$ cat src/rtl/immediate_gen.sv
// RV32 immediate generator: opcode decode into one register stage.
// Define IMMG_IMM_ALU_EN to also decode OP-IMM and JALR as I-type.
module immediate_gen #(
  parameter int SEXT_W = 32
) (
  input  logic              clk,
  input  logic              rst_n,
  input  logic              in_valid,
  input  logic [31:0]       instruction,
  output logic [11:0]       immediate,
  output logic [SEXT_W-1:0] imm_sext,
  output logic              out_valid,
  output logic [1:0]        imm_fmt
);

  localparam logic [6:0] OP_LOAD   = 7'b0000011;
  localparam logic [6:0] OP_STORE  = 7'b0100011;
  localparam logic [6:0] OP_BRANCH = 7'b1100011;
`ifdef IMMG_IMM_ALU_EN
  localparam logic [6:0] OP_IMM    = 7'b0010011;
  localparam logic [6:0] OP_JALR   = 7'b1100111;
`endif

  localparam logic [1:0] FMT_NONE = 2'b00;
  localparam logic [1:0] FMT_I    = 2'b01;
  localparam logic [1:0] FMT_S    = 2'b10;
  localparam logic [1:0] FMT_B    = 2'b11;

  logic [6:0]        opcode;
  logic              is_i;
  logic              is_s;
  logic              is_b;
  logic [11:0]       imm_d;
  logic [SEXT_W-1:0] sext_d;
  logic [1:0]        fmt_d;

  assign opcode = instruction[6:0];

`ifdef IMMG_IMM_ALU_EN
  assign is_i = (opcode == OP_LOAD) ||
                (opcode == OP_IMM)  ||
                (opcode == OP_JALR);
`else
  assign is_i = (opcode == OP_LOAD);
`endif
  assign is_s = (opcode == OP_STORE);
  assign is_b = (opcode == OP_BRANCH);

  // Extract the immediate field and its byte-offset sign extension.
  always_comb begin
    imm_d  = 12'h000;
    sext_d = '0;
    fmt_d  = FMT_NONE;
    unique case (1'b1)
      is_i: begin
        imm_d  = instruction[31:20];
        sext_d = SEXT_W'($signed(imm_d));
        fmt_d  = FMT_I;
      end
      is_s: begin
        imm_d  = {instruction[31:25],
                  instruction[11:7]};
        sext_d = SEXT_W'($signed(imm_d));
        fmt_d  = FMT_S;
      end
      is_b: begin
        imm_d  = {instruction[31],
                  instruction[7],
                  instruction[30:25],
                  instruction[11:8]};
        sext_d = SEXT_W'($signed({imm_d, 1'b0}));
        fmt_d  = FMT_B;
      end
      default: begin
        imm_d  = 12'h000;
        sext_d = '0;
        fmt_d  = FMT_NONE;
      end
    endcase
  end

  // Register the decoded result every cycle; in_valid only rides along.
  always_ff @(posedge clk or negedge rst_n) begin
    if (!rst_n) begin
      immediate <= 12'h000;
      imm_sext  <= '0;
      out_valid <= 1'b0;
      imm_fmt   <= FMT_NONE;
    end else begin
      immediate <= imm_d;
      imm_sext  <= sext_d;
      out_valid <= in_valid;
      imm_fmt   <= fmt_d;
    end
  end

endmodule

$ cat config.mk
export PLATFORM = sky130hd
export DESIGN_NAME = immediate_gen
export DESIGN_NICKNAME = d
export VERILOG_FILES = /design/src/rtl/immediate_gen.sv
export SDC_FILE = /design/constraint.sdc
export NUM_CORES = 1
export LEC_CHECK = 0
export ABC_AREA = 0
export CAP_MARGIN = 20
export CORE_MARGIN = 1
export CORE_UTILIZATION = 25
export DETAILED_ROUTE_END_ITERATION = 16
export PLACE_DENSITY = 0.62
export SLEW_MARGIN = 20
export SYNTH_ARGS = -nofsm -noshare
export SYNTH_HDL_FRONTEND = slang
export SYNTH_SLANG_ARGS = --single-unit
$ cat constraint.sdc
create_clock -name clk -period 1 [get_ports clk]
set_input_delay 0.2 -clock clk [delete_from_list [all_inputs] [get_ports clk]]
set_output_delay 0.2 -clock clk [all_outputs]
set_load 0.005 [all_outputs]
# Word level (Yosys, flattened, before mapping)
# Index checks and enable logic that the tools add are counted.
totals:
  elab_cells: 10
  reg_bits: 47
  in_bits: 35
  output_inout_bits: 47
classes:
  muxes: 3
  n_eq_ne: 3
ops:
  columns: ["cell", "count"]
  rows:
  - ["one-hot mux 32 bit (3 select lines)", 1]
  - ["one-hot mux 12 bit (3 select lines)", 1]
  - ["== test 7 x 2 -> 1 bit (second input constant)", 1]
  - ["== test 7 x 6 -> 1 bit (second input constant)", 1]
  - ["== test 7 bit (second input constant)", 1]
  - ["one-hot mux 2 bit (3 select lines)", 1]

# Depth between registers and ports, before layout
# Gate-level depths: netlist (run 1).
logic_depth:
  ltp_word: 2
  depth_mapped: 5
  depth_no_buf: 3

# Worst setup path before layout (run 1)
# No wires, ideal clock.
synth_timing:
  path_type: "input port to flip-flop"
  startpoint: "in instruction[3]"
  endpoint: "reg immediate[3]"
  n_path_buf: 2
  arrival_ps: 1146
  setup_ps: 73
  path_stages: 5
  setup_slack_ps: -219
  required_ps: 927
  path_cell_list: "or2_4 -> or3_1 -> buf_6 -> buf_8 -> a21oi_2"
synth_between:
  elab_chain_len: 2
  elab_cells_between_ends: 4
  cone_classes: "eq/ne: 3; mux: 1"
synth_lines:
  columns: ["item", "line_no", "rtl"]
  rows:
  - ["start, declared", "9", "input logic [31:0] instruction,"]
  - ["== test 7 bit (tied with other cells)", "47", "assign is_b = (opcode == OP_BRANCH);"]
  - ["one-hot mux 12 bit (3 select lines) *", "54", "unique case (1'b1)"]
  - ["net imm_d[3]", "33", "logic [11:0] imm_d;"]
  - ["end signal, assigned", "90", "immediate <= imm_d;"]
  - ["end, declared", "10", "output logic [11:0] immediate,"]
# Mark *: on every way through the listed nets, which the timed path passes. The rest lies on a longest branch.

==> results of run 1 <==
## logic make-up (layout without fill, tap and decap cells)
kind of cell | after synthesis | after routing | share of synthesized area [%]
buffers and inverters | 27 | 106 | 15.6
DFF | 27 | 27 | 53.3
and+or+nand+nor | 40 | 40 | 15.6
AOI/OAI and AO/OA | 18 | 18 | 10.4
muxes | 6 | 6 | 5.23
## power by group through the flow
stage | combinational (mW) | sequential [mW] | clock (mW)
after detailed placement | 0.338 | 1.13 | 0
after floorplan | 0.109 | 1.13 | 0
after global placement | 0.333 | 1.13 | 0
final | 0.340 | 1.10 | 0.638
after global routing | 0.370 | 1.11 | 0.712
after CTS | 0.346 | 1.10 | 0.660
## cells in the mapped netlist (2+ instances only)
cell / n
dfrtp_1: 27
buf_2: 2
nor2_1: 8
mux2_2: 5
buf_4: 20
nand2b_1: 2
clkbuf_1: 2
nand2_1: 13
nor2b_1: 5
a21oi_1: 12
a21oi_2: 3
and2_1: 8
## sequential cells by signal, summed over array words and instances, names as in the netlist
register	flops
imm_fmt	2
imm_sext	13
immediate	11
out_valid	1
## area by class of cell
cell class | count | area share [%]
timing repair buffer | 101 | 40.8
clock buffer | 3 | 1.94
multi-input combinational | 64 | 20.9
sequential | 27 | 31.9
clock inverter | 1 | 0.354
tap | 67 | 3.95
inverter | 1 | 0.177
## per-stage QoR
stage               utilization [%]  worst slack, ps  total power, mW
floorplan                         -             -218             1.24
global placement               42.3             -671             1.46
detailed placement             42.3             -701             1.46
CTS                            44.1             -295             2.11
global route                   44.1             -338             2.19
finish                         44.1             -292             2.08
## worst max-delay path, cell delays in order, from the launching register on
cell and delay, ps:
dfrtp_2 460, buf_6 140, buf_6 110, buf_6 100
## what timing repair did
item,CTS,global route
gates cloned,2,0
resized for setup,238,11
pin swaps,3,1
setup buffers,11,0
endpoints found under the setup margin,73,44
## path summary, 6_finish.rpt
path                                 to            from  cells past startpoint
max in group asynchronous  imm_sext[30]           rst_n                      2
min                         imm_sext[0]  instruction[6]                      2
max                        imm_sext[24]    imm_sext[30]                      3
min in group asynchronous    imm_fmt[0]           rst_n                      2
## routing by layer
layer	GRT usage [%]	vias to the layer above	routed length (um)
li1	-	515	-
met5	0	-	0
met2	23.9	42	1720
met3	1.52	2	153
met1	13.5	504	1290
met4	5.88	0	34
==> results.txt, run 1 <==
Worst VDD drop - 0.000462 V
Post-DR wirelength/cell - 12.1 um
Finished Cell Area - 2120 um2
Synth area leader - dfrtp_1
Number of global-route vias before repair - 1083
Violated checks - negative setup slack
# diodes - 0
Ys Warns - 0
Combinational Power Share - 16.3%
Clk pwr share - 30.6%
CTS tree - done
Register area share after synthesis - 53.3%
Port bufs - 73
Share of cells above drive strength 1 - 54.3%
Drt first pass iters - 4
P&R area growth vs syn - 67.4%
WS Path Type - reg2out
Largest cells by area after synthesis - dfrtp_1 53%, buf_4 12%, a21oi_1 4.7%, mux2_2 4.4%, and2_1 3.9%
Clock Sinks - 27
Share of power burned in registers - 53.0%
Switching share of power - 24.1%
Worst Path Required - 800 ps
Multi-input gate area - 444 um2
Worst Tran Pin Value - 240 ps
Syn_nets - 153
Flops & latches, synth - 27
Dpl cells - 248
NumNets Final - 233
Grt ovf - 0
Startpoint Class - register
Leakage - 1.07 nW
Setup TNS Final - -5230 ps
H-tree lvl count - 1
Register area - 677 um2
Number of flops mapped to enable cells by yosys - 0
Final ANT Viol Nets - 0
Final Max Slew Viols - 0
Starting Density - 26.3%
Int Pwr - 1.58 mW
Cell Area, Placed - 2040 um2
Fillers - 521
CTS buffer count - 3
Cell count after synthesis - 118
Arr. time, crit path - 1090 ps
CTS max path bufs - 2
Via/cell ratio - 4.03
First-pass GRT wire length - 4990 um
Most frequent cells in the layout - 33 x buf_6, 33 x buf_2, 26 x dfrtp_1, 19 x clkdlybuf4s50_1, 12 x nand2_1
Avg Cell Area, Syn - 10.8 um2
Tcrit/Tclk final - 129%
Via count - 1063
Slew headroom - 84.0%
CTS Hold Bufs - 0
Power Dens Cells - 980 nW/um2
Prevailing post-synth register cell - dfrtp_1
CTS clk-pin slew, worst paths - 100 ps
DRC Markers - 0
Die height - 73.2 um
Final period demand of the worst path - 1290 ps
Initial antenna violation count - 0
Worst hold-check path type - in2reg
Switching pwr - 0.503 mW
Final WL - 3200 um
Iter 0 DRT Violations - 17
PnR worst setup slack - -292 ps
DP Wirelength - 2230 um
Largest net degree at the start of global routing - 28
Final Hold Fails - 0
Cell variety after synth - 23
Post-synthesis cell area - 1270 um2
Final Wtd Congestion - 0.743
Die area - 5360 um2
All-Layer GR Usage - 12.5%
Hold slack - 233 ps
Root buffer cell - clkbuf_8
Post-synth ARST share - 100%
Core Rows - 25
Outcome - finished with violations
Fin cells - 264
Max Clock Freq - 774 MHz
Count of final setup violators - 21
Die Span X - 73.2 um
# IOs - 82
Core area - 4820 um2
RSZ-0062 raised after global routing - true
Kind of end point of the critical path - output pin
Max-Cap Viols - 0
Top cell type's share of synthesized area - 53.3%
Crit Path Max Fanout - 4
Note: power is estimated with default switching activity, not from simulation.
==> run 2, diff against run 1 <==
Settings changed: CORE_ASPECT_RATIO set to 0.9.
==> run 2 against run 1 <==
The run still ends with negative setup slack left. Die area about the same. Cell count decreased by 1.1%. Cell area is 1.1% higher. Utilization about the same. Count of clock-buffer cells in the layout unchanged. Via count increased by 0.19%. First-iteration DRC count rose by 35%. Sequential share of layout area down 0.33 points. Hold slack better by 18 ps. Fmax up 0.46%. Critical endpoint is now imm_sext[18].
==> results.txt, run 2 (synthesis results as in run 1) <==
Outcome - finished with violations
Violated checks - negative setup slack
CTS Hold Bufs - 0
Most common cell after layout, fill and taps aside - buf_6
Final ANT Viol Nets - 0
Max Clock Freq - 777 MHz
Largest reg by FF count - imm_sext
Core Rows - 24
Starting Density - 26.1%
Max-Cap Viols - 0
# diodes - 0
Number of global-route vias before repair - 1079
Worst VDD drop - 0.000492 V
First-pass GRT wire length - 5210 um
Clock Sinks - 27
Slew headroom - 83.7%
Total Power - 2.07 mW
RSZ-0062 raised after global routing - true
CTS clk-pin slew, worst paths - 90 ps
Hold Path Origin - instruction[8]
Switching pwr - 0.476 mW
Worst Path Required - 800 ps
Via/cell ratio - 4.08
Leakage - 1.08 nW
Startpoint Class - register
DRC Markers - 0
Port bufs - 73
Drt first pass iters - 4
Largest regs - imm_sext (13), immediate (11), imm_fmt (2)
Largest net degree at the start of global routing - 28
H-tree lvl count - 1
Die area - 5360 um2
Worst Tran Pin Value - 244 ps
Kind of end point of the critical path - output pin
Power Dens Cells - 963 nW/um2
# IOs - 82
Int Pwr - 1.59 mW
DP Wirelength - 2180 um
Grt ovf - 0
Hold Path End - imm_sext[1]
NumNets Final - 232
WS Path Type - reg2out
Hold path cells - 3
CTS buffer count - 3
Most frequent cells in the layout - 35 x buf_6, 31 x buf_2, 26 x dfrtp_1, 18 x clkdlybuf4s50_1, 12 x nand2_1
Root buffer cell - clkbuf_8
Die Span X - 77.1 um
Hold slack - 251 ps
PnR worst setup slack - -286 ps
Switching share of power - 23.1%
All-Layer GR Usage - 12.3%
Final Max Slew Viols - 0
Largest register FFs - 13
CTS tree - done
Setup TNS Final - -5040 ps
Iter 0 DRT Violations - 23
Crit Path Max Fanout - 4
Via count - 1065
Initial antenna violation count - 0
Tcrit/Tclk final - 129%
Final period demand of the worst path - 1290 ps
Arr. time, crit path - 1090 ps
Clk pwr share - 29.4%
Share of power burned in registers - 53.4%
Core area - 4860 um2
Post-DR wirelength/cell - 11.8 um
Die height - 69.6 um
Worst hold-check path type - in2reg
CTS max path bufs - 2
Final Hold Fails - 0
Final WL - 3090 um
Share of cells above drive strength 1 - 54.6%
Combinational Power Share - 17.2%
P&R area growth vs syn - 69.1%
Count of final setup violators - 21
Final Wtd Congestion - 0.716
run 2: layout make-up:
| cell class | instances | area [um2] |
|---|---|---|
| Fill cell | 479 | 2720 |
| Tap cell | 65 | 81.3 |
| Sequential cell | 27 | 677 |
| Timing Repair Buffer | 100 | 886 |
| Multi-Input combinational cell | 64 | 449 |
| Clock inverter | 1 | 7.51 |
| Inverter | 1 | 3.75 |
| Clock buffer | 3 | 41.3 |
run 2: metal layers:
layer	vias to the layer above	routed length (um)	GRT usage [%]	share of wire, %
li1	514	-	-	-
met1	505	1230	14.3	40
met2	44	1610	22.2	52
met3	2	223	2.50	7.2
met4	0	23	4.40	0.74
met5	-	0	0	0
run 2: what timing repair did:
item                                    in CTS  in global routing
endpoints found under the setup margin      73                 49
cloned                                       3                  0
gates resized for setup                    248                  8
pin swaps                                    3                  1
buffers inserted                             8                  0
run 2: worst max path at each step:
stage	start	endpoint	slack, ps
floorplan	instruction[3]	immediate[3]	-220
global placement	instruction[3]	imm_sext[4]	-640
detailed placement	instruction[3]	immediate[1]	-680
CTS	imm_sext[30]	imm_sext[24]	-290
global route	imm_sext[30]	imm_sext[24]	-330
finish	imm_sext[30]	imm_sext[18]	-290
run 2: power groups by stage:
stage	sequential, mW	combinational (mW)	clock, mW
CTS	1.10	0.353	0.639
global route	1.11	0.387	0.672
detailed placement	1.13	0.331	0
global placement	1.13	0.330	0
floorplan	1.13	0.109	0
finish	1.10	0.355	0.608
run 2: worst max-delay path, cell delays in order (launching register included):
cell and delay, ps:
dfrtp_2 460, buf_6 150, buf_6 110, buf_6 100
run 2: metrics by stage:
stage	instance area [um2]	util (%)	cells	worst slack, ps
3_3_place_gp	2020	41.5	246	-640
6_report	2150	44.1	261	-286
2_1_floorplan	1270	-	118	-218
3_5_place_dp	2020	41.5	246	-679
5_1_grt	2150	44.1	261	-328
4_1_cts	2130	43.8	261	-295
